### src/rtl/dcache_axi_bridge.sv
// Line refill/writeback engine between the data cache and an AXI3 master port.
// One 128-bit line transaction is in flight at a time; all AXI outputs are registered.
module dcache_axi_bridge #(
    parameter logic [3:0] AXI_ID = 4'h1,
    parameter int         BEATS  = 4
) (
    input  logic                  clk,
    input  logic                  rst_n,
    input  logic                  req_valid,
    output logic                  req_ready,
    input  logic [31:0]           req_addr,
    input  logic                  req_write_en,
    input  logic [BEATS*32-1:0]   req_data,
    output logic                  resp_valid,
    input  logic                  resp_ready,
    output logic [BEATS*32-1:0]   resp_data,
    output logic                  arvalid,
    input  logic                  arready,
    output logic [31:0]           araddr,
    output logic [3:0]            arid,
    output logic [3:0]            arlen,
    output logic [2:0]            arsize,
    output logic [1:0]            arburst,
    output logic [1:0]            arlock,
    output logic [3:0]            arcache,
    output logic [2:0]            arprot,
    input  logic                  rvalid,
    output logic                  rready,
    input  logic [3:0]            rid,
    input  logic [31:0]           rdata,
    input  logic [1:0]            rresp,
    input  logic                  rlast,
    output logic                  awvalid,
    input  logic                  awready,
    output logic [31:0]           awaddr,
    output logic [3:0]            awid,
    output logic [3:0]            awlen,
    output logic [2:0]            awsize,
    output logic [1:0]            awburst,
    output logic [1:0]            awlock,
    output logic [3:0]            awcache,
    output logic [2:0]            awprot,
    output logic                  wvalid,
    input  logic                  wready,
    output logic [3:0]            wid,
    output logic [31:0]           wdata,
    output logic [3:0]            wstrb,
    output logic                  wlast,
    input  logic                  bvalid,
    output logic                  bready,
    input  logic [3:0]            bid,
    input  logic [1:0]            bresp
);
    localparam int LINE_W = BEATS * 32;
    localparam int CNT_W  = $clog2(BEATS);
    localparam logic [CNT_W-1:0] LAST_BEAT = CNT_W'(BEATS - 1);

    typedef enum logic [2:0] {
        IDLE, RD_ADDR, RD_DATA, WR_ADDR, WR_DATA, WR_RESP, RESP
    } state_t;

    state_t              state_q, state_d;
    logic [CNT_W-1:0]    cnt_q, cnt_d;
    logic [LINE_W-1:0]   line_q, line_d;
    logic [31:0]         addr_q, addr_d;
    logic                arvalid_q, rready_q, awvalid_q, wvalid_q, wlast_q, bready_q, resp_valid_q;
    logic [31:0]         wdata_q;

    // Completion is by beat count and the B handshake alone, so these fields carry no information here.
    logic unused_inputs;
    assign unused_inputs = ^{rid, rresp, rlast, bid, bresp, req_addr[3:0]};

    assign req_ready  = (state_q == IDLE);
    assign resp_valid = resp_valid_q;
    assign resp_data  = line_q;

    assign arvalid = arvalid_q;
    assign araddr  = addr_q;
    assign arid    = AXI_ID;
    assign arlen   = 4'(BEATS - 1);
    assign arsize  = 3'd2;
    assign arburst = 2'b01;
    assign arlock  = 2'b00;
    assign arcache = 4'b0000;
    assign arprot  = 3'b000;
    assign rready  = rready_q;

    assign awvalid = awvalid_q;
    assign awaddr  = addr_q;
    assign awid    = AXI_ID;
    assign awlen   = 4'(BEATS - 1);
    assign awsize  = 3'd2;
    assign awburst = 2'b01;
    assign awlock  = 2'b00;
    assign awcache = 4'b0000;
    assign awprot  = 3'b000;

    assign wvalid  = wvalid_q;
    assign wid     = AXI_ID;
    assign wdata   = wdata_q;
    assign wstrb   = 4'hF;
    assign wlast   = wlast_q;
    assign bready  = bready_q;

    always_comb begin
        state_d = state_q;
        cnt_d   = cnt_q;
        line_d  = line_q;
        addr_d  = addr_q;
        unique case (state_q)
            IDLE: begin
                if (req_valid) begin
                    addr_d  = {req_addr[31:4], 4'b0000};
                    line_d  = req_data;
                    state_d = req_write_en ? WR_ADDR : RD_ADDR;
                end
            end
            RD_ADDR: begin
                if (arvalid_q && arready) begin
                    cnt_d   = '0;
                    state_d = RD_DATA;
                end
            end
            RD_DATA: begin
                if (rvalid && rready_q) begin
                    line_d[32*cnt_q +: 32] = rdata;
                    cnt_d = cnt_q + CNT_W'(1);
                    if (cnt_q == LAST_BEAT) state_d = RESP;
                end
            end
            WR_ADDR: begin
                if (awvalid_q && awready) begin
                    cnt_d   = '0;
                    state_d = WR_DATA;
                end
            end
            WR_DATA: begin
                if (wvalid_q && wready) begin
                    cnt_d = cnt_q + CNT_W'(1);
                    if (cnt_q == LAST_BEAT) state_d = WR_RESP;
                end
            end
            WR_RESP: begin
                // Write completion returns an all-zero line.
                if (bvalid && bready_q) begin
                    line_d  = '0;
                    state_d = RESP;
                end
            end
            RESP: begin
                if (resp_ready) state_d = IDLE;
            end
            default: state_d = IDLE;
        endcase
    end

    // Channel strobes are registered from the next state so they line up with the state change.
    always_ff @(posedge clk) begin
        if (!rst_n) begin
            state_q      <= IDLE;
            cnt_q        <= '0;
            line_q       <= '0;
            addr_q       <= '0;
            arvalid_q    <= 1'b0;
            rready_q     <= 1'b0;
            awvalid_q    <= 1'b0;
            wvalid_q     <= 1'b0;
            wdata_q      <= '0;
            wlast_q      <= 1'b0;
            bready_q     <= 1'b0;
            resp_valid_q <= 1'b0;
        end else begin
            state_q      <= state_d;
            cnt_q        <= cnt_d;
            line_q       <= line_d;
            addr_q       <= addr_d;
            arvalid_q    <= (state_d == RD_ADDR);
            rready_q     <= (state_d == RD_DATA);
            awvalid_q    <= (state_d == WR_ADDR);
            wvalid_q     <= (state_d == WR_DATA);
            wdata_q      <= line_d[32*cnt_d +: 32];
            wlast_q      <= (state_d == WR_DATA) && (cnt_d == LAST_BEAT);
            bready_q     <= (state_d == WR_RESP);
            resp_valid_q <= (state_d == RESP);
        end
    end
endmodule

### config.mk
export PLATFORM = sky130hd
export DESIGN_NAME = dcache_axi_bridge
export DESIGN_NICKNAME = d
export VERILOG_FILES = /design/src/rtl/dcache_axi_bridge.sv
export SDC_FILE = /design/constraint.sdc
export NUM_CORES = 1
export LEC_CHECK = 0
export ABC_AREA = 1
export BUFFER_PORTS_ARGS = -buffer_cell sky130_fd_sc_hd__clkbuf_2
export CORE_AREA = 2 2 195 197
export CTS_BUF_LIST = sky130_fd_sc_hd__clkbuf_8
export DETAILED_ROUTE_END_ITERATION = 8
export DIE_AREA = 0 0 197 199
export SKIP_LAST_GASP = 1
export SLEW_MARGIN = 25
export SYNTH_ARGS = -nofsm -noshare
export SYNTH_HDL_FRONTEND = slang
export SYNTH_SLANG_ARGS = --single-unit
### constraint.sdc
create_clock -name clk -period 3.25 [get_ports clk]
set_clock_uncertainty 0.1 [all_clocks]
set_input_delay 0.975 -clock clk [delete_from_list [all_inputs] [get_ports clk]]
set_output_delay 0.975 -clock clk [all_outputs]
set_load 0.03 [all_outputs]
* After elaboration in Yosys (flattened, before gate mapping)
Index checks and enable logic that the tools add are counted.
** Storage, ports and cells
- Register bits after elaboration :: 200
- Input bits :: 215
** Cells by class
- Add/subtract/negate cells :: 2
- Equality and inequality tests :: 14
- Shift-type cells :: 3
- Mux-type cells :: 21
- Reduce and logical (&&, ||, !) cells :: 8
** Operators with widths (count)
- 128-bit two-way mux :: 3
- 128-bit one-hot mux with 3 select lines :: 1
- 128-bit bitwise mux :: 1
- 32-bit by 34-bit variable shift with 128-bit output, first input constant :: 1
- 128-bit by 8-bit variable part select with 32-bit output :: 1
- 32-bit by 34-bit variable part select with 128-bit output :: 1
- 7-bit negation with 34-bit output :: 1
- 3-bit two-way mux :: 9
- 3-bit one-hot mux with 7 select lines :: 1
- 3-bit == test, second input constant :: 6
- 3-bit by 2-bit == test with 1-bit output, second input constant :: 4
- 2-bit two-way mux :: 5
- 2-bit one-hot mux with 4 select lines :: 1
- 3-bit by 1-bit == test with 1-bit output, second input constant :: 2
- 1-bit logical AND :: 6
- 2-bit == test, second input constant :: 2
- 3-bit logical NOT :: 1
- 2-bit by 1-bit adder with 2-bit output, second input constant :: 1
- 2-bit AND reduction :: 1

* Longest topological paths before layout
Gate-level depths: netlist (run 1).
- Word-level depth :: 6
- Mapped depth :: 14
- Depth with buffers taken out :: 13

* Least setup slack after synthesis (run 1)
Ideal clock, no wire load.
- Kind :: reg-to-reg
- Start :: register cnt_q[0]
- End :: register wdata_q[30], in the netlist wdata[30]
- Library setup time :: 0.070 ns
- Data arrival time :: 2.131 ns
- Required time :: 3.080 ns
- Setup slack :: 0.949 ns
- Cell stages (with the launch flop) :: 14
- Buffers on the path :: 2
- Clock period less this slack :: 2.301 ns
- Cell sequence :: dfxtp_1 > inv_2 > ha_1 > buf_2 > nor3b_2 > clkbuf_1 > nand3_1 > nand2_1 > inv_1 > nand2_1 > nand2_1 > nand2_1 > nand2_1 > a21oi_1
** Between the ends
- Word-level cells in the longest chain between the ends :: 6
** RTL lines
- from (decl) :: line 63 : logic [CNT_W-1:0] cnt_q, cnt_d;
- from (signal assigned) :: line 174 : cnt_q <= cnt_d;
- 7-bit negation with 34-bit output :: line 126 : line_d[32*cnt_q +: 32] = rdata;
- 32-bit by 34-bit variable part select with 128-bit output / 32-bit by 34-bit variable shift with 128-bit output (equally long branches) :: line 126
- 128-bit bitwise mux :: line 126
- 128-bit two-way mux :: line 125 : if (rvalid && rready_q) begin
- 128-bit one-hot mux with 3 select lines :: line 110 : unique case (state_q)
- 128-bit by 8-bit variable part select with 32-bit output (*) :: line 181 : wdata_q <= line_d[32*cnt_d +: 32];
- to (signal assigned) :: line 181
- to (decl) :: line 67 : logic [31:0] wdata_q;
Mark *: on every way between the ends. The rest lies on a longest branch, timed or not.
A chain may end at the register's enable or synchronous reset.

* Worst setup path in the final report (run 1)
- Start :: register state_q[2]
- End :: output req_ready
** Between the ends
- Word-level cells in the longest chain between the ends :: 1
** RTL lines
- from (decl) :: line 62 : state_t state_q, state_d;
- from (signal assigned) :: line 173 : state_q <= state_d;
- 3-bit logical NOT :: line 73 : assign req_ready = (state_q == IDLE);
- to (decl) :: line 10 : output logic req_ready,
No other way between the ends.

==> results of run 1 <==
final cells by class:
| cell class | instances | area share (%) |
|---|---|---|
| diodes | 2 | 0.0392 |
| repair buffers | 461 | 19.5 |
| clock inverters | 14 | 1.10 |
| inverters | 94 | 2.82 |
| clock buffers | 18 | 1.94 |
| flip-flops and latches | 200 | 31.4 |
| multi-input cells | 1138 | 38.5 |
| well taps | 474 | 4.65 |
flip-flops by register name, summed over array words and instances (netlist names):
signal and flops:
wvalid 1, resp_data 128, awvalid 1, cnt_q 2, araddr 28, state_q 3
bready 1, resp_valid 1, wlast 1, rready 1, arvalid 1, wdata 32
path summary, 6_finish.rpt:
| check | endpoint |
|---|---|
| worst min register to register | resp_data[41]$_SDFF_PN0_ |
| worst max register to register | wdata[22]$_SDFF_PN0_ |
| worst min-delay path | resp_data[41]$_SDFF_PN0_ |
| worst max-delay path | req_ready |
logic make-up after synthesis:
| logic type | after synthesis | synth area share (%) |
|---|---|---|
| other | 2 | 0.0742 |
| buffers and inverters | 268 | 14.1 |
| adder cells (fa/ha/maj) | 6 | 0.741 |
| AO/OA/AOI/OAI | 260 | 13.0 |
| flip-flops | 200 | 39.5 |
| AND/OR/NAND/NOR | 812 | 32.5 |
metrics by stage:
step                utilization [%]  total power [uW]  hold slack (ns)
floorplan                         -              4440            0.510
global placement               33.3              5110            0.372
detailed placement             33.3              5120            0.376
CTS                            34.4              6800            0.396
global route                   34.4              7100            0.424
finish                         34.4              6710            0.397
power by group:
part | leakage, uW | switching (uW) | total (uW) | internal, uW
sequential | 0.00164 | 140 | 2820 | 2680
clock | 0.000186 | 1000 | 1650 | 646
combinational | 0.00490 | 1630 | 2230 | 609
total | 0.00672 | 2770 | 6710 | 3940
cells in the mapped netlist:
library cell  count
nor3b_1           1
nor2_4            4
buf_6             2
ha_1              6
inv_2             2
o21ai_1           2
o211ai_1          1
or2_0             1
a21oi_1         142
nand3_4           1
dfxtp_1         200
inv_1            89
o21ai_4           1
buf_4            96
buf_1             2
nand3_1          93
nor2_1          165
o21ai_0         113
nor2_8            1
a21oi_2           1
buf_2            35
nand4_1          10
nand2_1         523
clkinv_1          1
inv_4             2
nor3_1            4
nand2_2           2
nor3b_2           1
nor2_2            6
conb_1            2
clkbuf_1         39
worst reg2reg max path: stages, from the launching register on:
cell,delay (ns)
dfxtp_1,0.32
buf_4,0.18
inv_2,0.11
ha_1,0.32
buf_4,0.19
inv_1,0.29
nand4_1,0.16
buf_4,0.26
or2_0,0.28
nand3_1,0.10
inv_1,0.05
nand2_1,0.05
nand3_1,0.08
nand2_1,0.09
metal layers:
| layer | GRT usage (%) | vias up | wire length, um |
|---|---|---|---|
| met3 | 4.20 | 63 | 2860 |
| met2 | 34.0 | 488 | 18900 |
| met1 | 24.7 | 5009 | 17200 |
| met5 | 0 | - | 13 |
| li1 | - | 5482 | - |
| met4 | 7.96 | 2 | 1030 |
==> flow_summary_export.csv, run 1 <==
group,metric,value,unit
critical_path,reg2reg_from,"cnt_q[0]$_SDFF_PN0_",
timing,hold_viol,0,
timing,period_minus_slack,2.71,ns
timing,final.setup.tns,0,ns
die,num_rows,71,
place,gp_congestion,0.876,
yosys,synth.avg_cell_area,6.54,um^2
global_route,grt_use_total,20.0,%
layout,final_area,12800,um^2
layout,layout_commonest_cell,"nand2_1",
critical_path,endpoint_kind,"output port",
die,core,37100,um^2
timing,worst_pin_slew,0.533,ns
global_route,grt-ovfl-total,0,
min_path,hold_class,"reg2reg",
critical_path,critPathLaunchType,"flip-flop",
global_route,grt_pass1_wl,59200,um
timing,post-route-period-util,83.3,%
yosys,yosys_warnings,0,
routing,wl,40000,um
critical_path,reg2regPathDepth,13,
global_route,antenna_found_initial,2,
yosys,synth_cell_types,31,
critical_path,startpoint,"state_q[2]$_SDFF_PN0_",
cts,cts_setup_buffers,0,
routing,avgRoutedWirePerCell,16.6,um
die,dieArea,39200,um^2
critical_path,crit_slowest_cell,"dfxtp_1",
timing,rsz0062_at_grt,"false",
critical_path,r2r_slack,0.63,ns
routing,drt_iter0_markers,553,
layout,fin_nets,2133,
routing,first_pass_iters,5,
critical_path,required,2.17,ns
min_path,hold_start,"resp_data[41]$_SDFF_PN0_",
cts,htree_levels,4,
global_route,grt_max_degree,73,
place,numPortBuffers,421,
routing,drtAntennaViolNets,0,
yosys,seq_area_frac_synth,39.5,%
place,dp.cells,2367,
global_route,first_global_vias,10500,
layout,fillCellCount,4126,
outcome,status,"complete, no violations",
critical_path,crit_cells,4,
cts,insertion_delay,0.50,ns
die,start_util,27.3,%
yosys,yosysTopAreaCellShare,39.5,%
cts,cts.clk_slew.worst_paths,0.11,ns
power_and_ir_drop,p_leak,0.00672,uW
yosys,synth_cells,1548,
layout,stdcell_count,2401,
die,num_io_pins,499,
yosys,yosys.area.top_type,"dfxtp_1",
cts,cts_sinks,200,
critical_path,path_cells,"inv_4 > nand2_2 > inv_1 > clkbuf_2",
power_and_ir_drop,vdd_drop_max,268,uV
place,place_ws,0.425,ns
cts,ctsResizeCount,0,
cts,cts_tree,"built",
layout,multi_input_area,4920,um^2
yosys,ys_top_cells_by_area,"dfxtp_1 40%, nand2_1 19%, buf_4 7.1%, a21oi_1 7.0%, nor2_1 6.1%",
yosys,synth_seq_cells,200,
min_path,hold_depth,2,
routing,dr_total_vias,11000,
critical_path,critical_path_class,"reg2out",
cts,cts-root-buf,"clkbuf_8",
timing,slew_viol_final,0,
layout,synthToLayoutAreaGrowth,26.1,%
layout,seq_area,4000,um^2
place,dp_hpwl,28700,um
place,placed_cell_area,12400,um^2
cts,ctsHoldBuffers,0,
timing,finalWorstSetupSlack,0.544,ns
routing,avgViaCountPerCell,4.60,
layout,final_cell_mix,"522 x nand2_1, 421 x clkbuf_2, 200 x dfxtp_1, 165 x nor2_1, 142 x a21oi_1",
power_and_ir_drop,power.density,525,nW/um^2
critical_path,crit_arrival,1.63,ns
yosys,synth_area,10100,um^2
critical_path,worst-path-buf-inv,3,
timing,slew_headroom,64.5,%
timing,final-setup-viol-count,0,
die,die_x,197,um
routing,drc,0,
die,die_h,199,um
critical_path,critical-path-top-delay-family,"flip-flops",
cts,cts_buffers,17,
flow_run,drv_cap,0,
critical_path,path_max_fanout,10,
layout,final_layout_size_suffix_gt1_share,26.8,%
critical_path,max_stage_delay,0.64,ns
cts,clockBufferDepth,2,
timing,timing.fmax,370,MHz
Note: power is estimated with default switching activity, not from simulation.
==> run 2: changes to the inputs <==
- clock period: 3.25 -> 2.28 ns (I/O delays scaled with it)
==> flow_summary_export.csv, run 2 (same netlist as run 1, synthesis figures left out) <==
group,metric,value,unit
cts,cts.clk_slew.worst_paths,0.11,ns
routing,avgRoutedWirePerCell,16.7,um
die,num_io_pins,499,
min_path,hold_start,"req_addr[26]",
layout,multi_input_area,4950,um^2
routing,dr_total_vias,11300,
global_route,grt_pass1_wl,59300,um
min_path,hold_class,"in2reg",
critical_path,startpoint,"state_q[2]$_SDFF_PN0_",
die,die_h,199,um
global_route,antenna_found_initial,1,
die,start_util,27.3,%
routing,wl,40800,um
power_and_ir_drop,vdd_drop_max,403,uV
power_and_ir_drop,p_leak,0.00700,uW
critical_path,critical_path_class,"reg2out",
timing,final.setup.tns,0,ns
global_route,grt-ovfl-total,0,
critical_path,reg2regPathDepth,12,
power_and_ir_drop,clkPwrFrac,22.9,%
power_and_ir_drop,combPwrFrac,35.0,%
layout,fin_nets,2175,
timing,hold_viol,0,
timing,period_minus_slack,2.22,ns
power_and_ir_drop,p_sw,3980,uW
critical_path,critPathLaunchType,"flip-flop",
critical_path,r2r_slack,0.17,ns
cts,cts-root-buf,"clkbuf_8",
power_and_ir_drop,power.density,722,nW/um^2
timing,timing.fmax,450,MHz
power_and_ir_drop,total_power,9590,uW
timing,final-setup-viol-count,0,
timing,post-route-period-util,97.5,%
critical_path,max_stage_delay,0.50,ns
critical_path,required,1.50,ns
cts,cts_sinks,200,
die,dieArea,39200,um^2
critical_path,r2r-end,"wdata[23]$_SDFF_PN0_",
critical_path,endpoint_kind,"output port",
power_and_ir_drop,seq_power_share,42.2,%
min_path,hold_end,"araddr[26]$_SDFFE_PN0P_",
cts,cts_buffers,17,
cts,clockBufferDepth,2,
global_route,first_global_vias,10600,
critical_path,crit_arrival,1.44,ns
timing,whs,0.302,ns
layout,final_util,35.8,%
cts,cts_tree,"built",
critical_path,crit_slowest_cell,"dfxtp_2",
place,dp_hpwl,30500,um
global_route,grt_max_degree,61,
min_path,hold_depth,3,
place,numPortBuffers,421,
cts,ctsHoldBuffers,0,
layout,largest_reg_flops,128,
layout,layout_commonest_cell,"nand2_1",
die,num_rows,71,
routing,avgViaCountPerCell,4.63,
cts,htree_levels,4,
power_and_ir_drop,intPower,5610,uW
routing,drc,0,
critical_path,path_max_fanout,10,
die,die_x,197,um
layout,fillCellCount,4046,
timing,slew_viol_final,0,
place,gp_congestion,0.874,
layout,seq_area,4010,um^2
layout,synthToLayoutAreaGrowth,31.2,%
routing,first_pass_iters,5,
cts,insertion_delay,0.50,ns
layout,final_layout_size_suffix_gt1_share,28.7,%
die,core,37100,um^2
timing,rsz0062_at_grt,"true",
layout,final_cell_mix,"521 x nand2_1, 420 x clkbuf_2, 196 x dfxtp_1, 165 x nor2_1, 142 x a21oi_1",
flow_run,drv_cap,0,
place,placed_cell_area,12800,um^2
routing,drtAntennaViolNets,0,
layout,final_area,13300,um^2
critical_path,reg2reg_from,"cnt_q[0]$_SDFF_PN0_",
outcome,status,"complete, no violations",
layout,antenna_cells,0,
critical_path,path_cells,"inv_4 > nand2_2 > inv_1 > clkbuf_4",
routing,drt_iter0_markers,574,
power_and_ir_drop,sw_frac_of_total,41.5,%
global_route,grt_use_total,20.1,%
## run 2: cell types whose count changed in the layout (fill, tap and decap cells not counted), sizes merged
cell / before / now
buf: 40 / 82
clkinv: 4 / 6
diode: 2 / 0
bufinv: 1 / 0
clkbuf: 439 / 438
clkinvlp: 4 / 3
inv: 99 / 100
## run 2: stage by stage
step | worst slack, ns | instances
floorplan | 0.0312 | 1606
global placement | -0.0687 | 2403
detailed placement | -0.0907 | 2403
CTS | -0.0283 | 2435
global route | -0.0388 | 2441
finish | 0.0566 | 2441
## run 2: timing repair
item	CTS	global route
endpoints found under the setup margin	24	33
pin swaps	0	4
gates resized for setup	7	9
setup buffers	0	6
## run 2: power groups by stage
stage	Combinational, uW	Sequential (uW)	Clock (uW)
6_report	3350	4040	2190
5_1_grt	3640	4080	2400
4_1_cts	3350	4040	2300
3_5_place_dp	3340	4120	0
3_3_place_gp	3330	4110	0
2_1_floorplan	1620	4710	0
## run 2: worst max-delay path by stage
| stage | endpoint | slack, ns | cells after the start |
|---|---|---|---|
| 4_1_cts | req_ready | -0.03 | 4 |
| 3_3_place_gp | wdata[21]$_SDFF_PN0_ | -0.07 | 10 |
| 3_5_place_dp | wdata[29]$_SDFF_PN0_ | -0.09 | 10 |
| 6_report | req_ready | 0.06 | 4 |
| 2_1_floorplan | wdata[15]$_SDFF_PN0_ | 0.03 | 11 |
| 5_1_grt | wdata[9]$_SDFF_PN0_ | -0.04 | 13 |
## run 2: cell type report
type | instances | area share [%]
clock buffer | 17 | 1.76
clock inverter | 15 | 0.923
inverter | 94 | 2.71
multi-input combinational | 1138 | 37.3
sequential | 200 | 30.2
tap | 474 | 4.47
timing repair buffer | 503 | 22.6
## run 2: critical path, delay by kind of cell, from the launching register on
family | cells | cell delay, ns
flops | 1 | 0.50
buf+inv | 3 | 0.33
simple gates | 1 | 0.13
## run 2: metal layers
| layer | part of all wire [%] | track usage, % | wire length [um] |
|---|---|---|---|
| met5 | 0.032 | 0 | 13 |
| met4 | 2.9 | 8.16 | 1190 |
| met3 | 8.1 | 5.29 | 3290 |
| met2 | 47 | 33.9 | 19300 |
| met1 | 42 | 24.3 | 16900 |
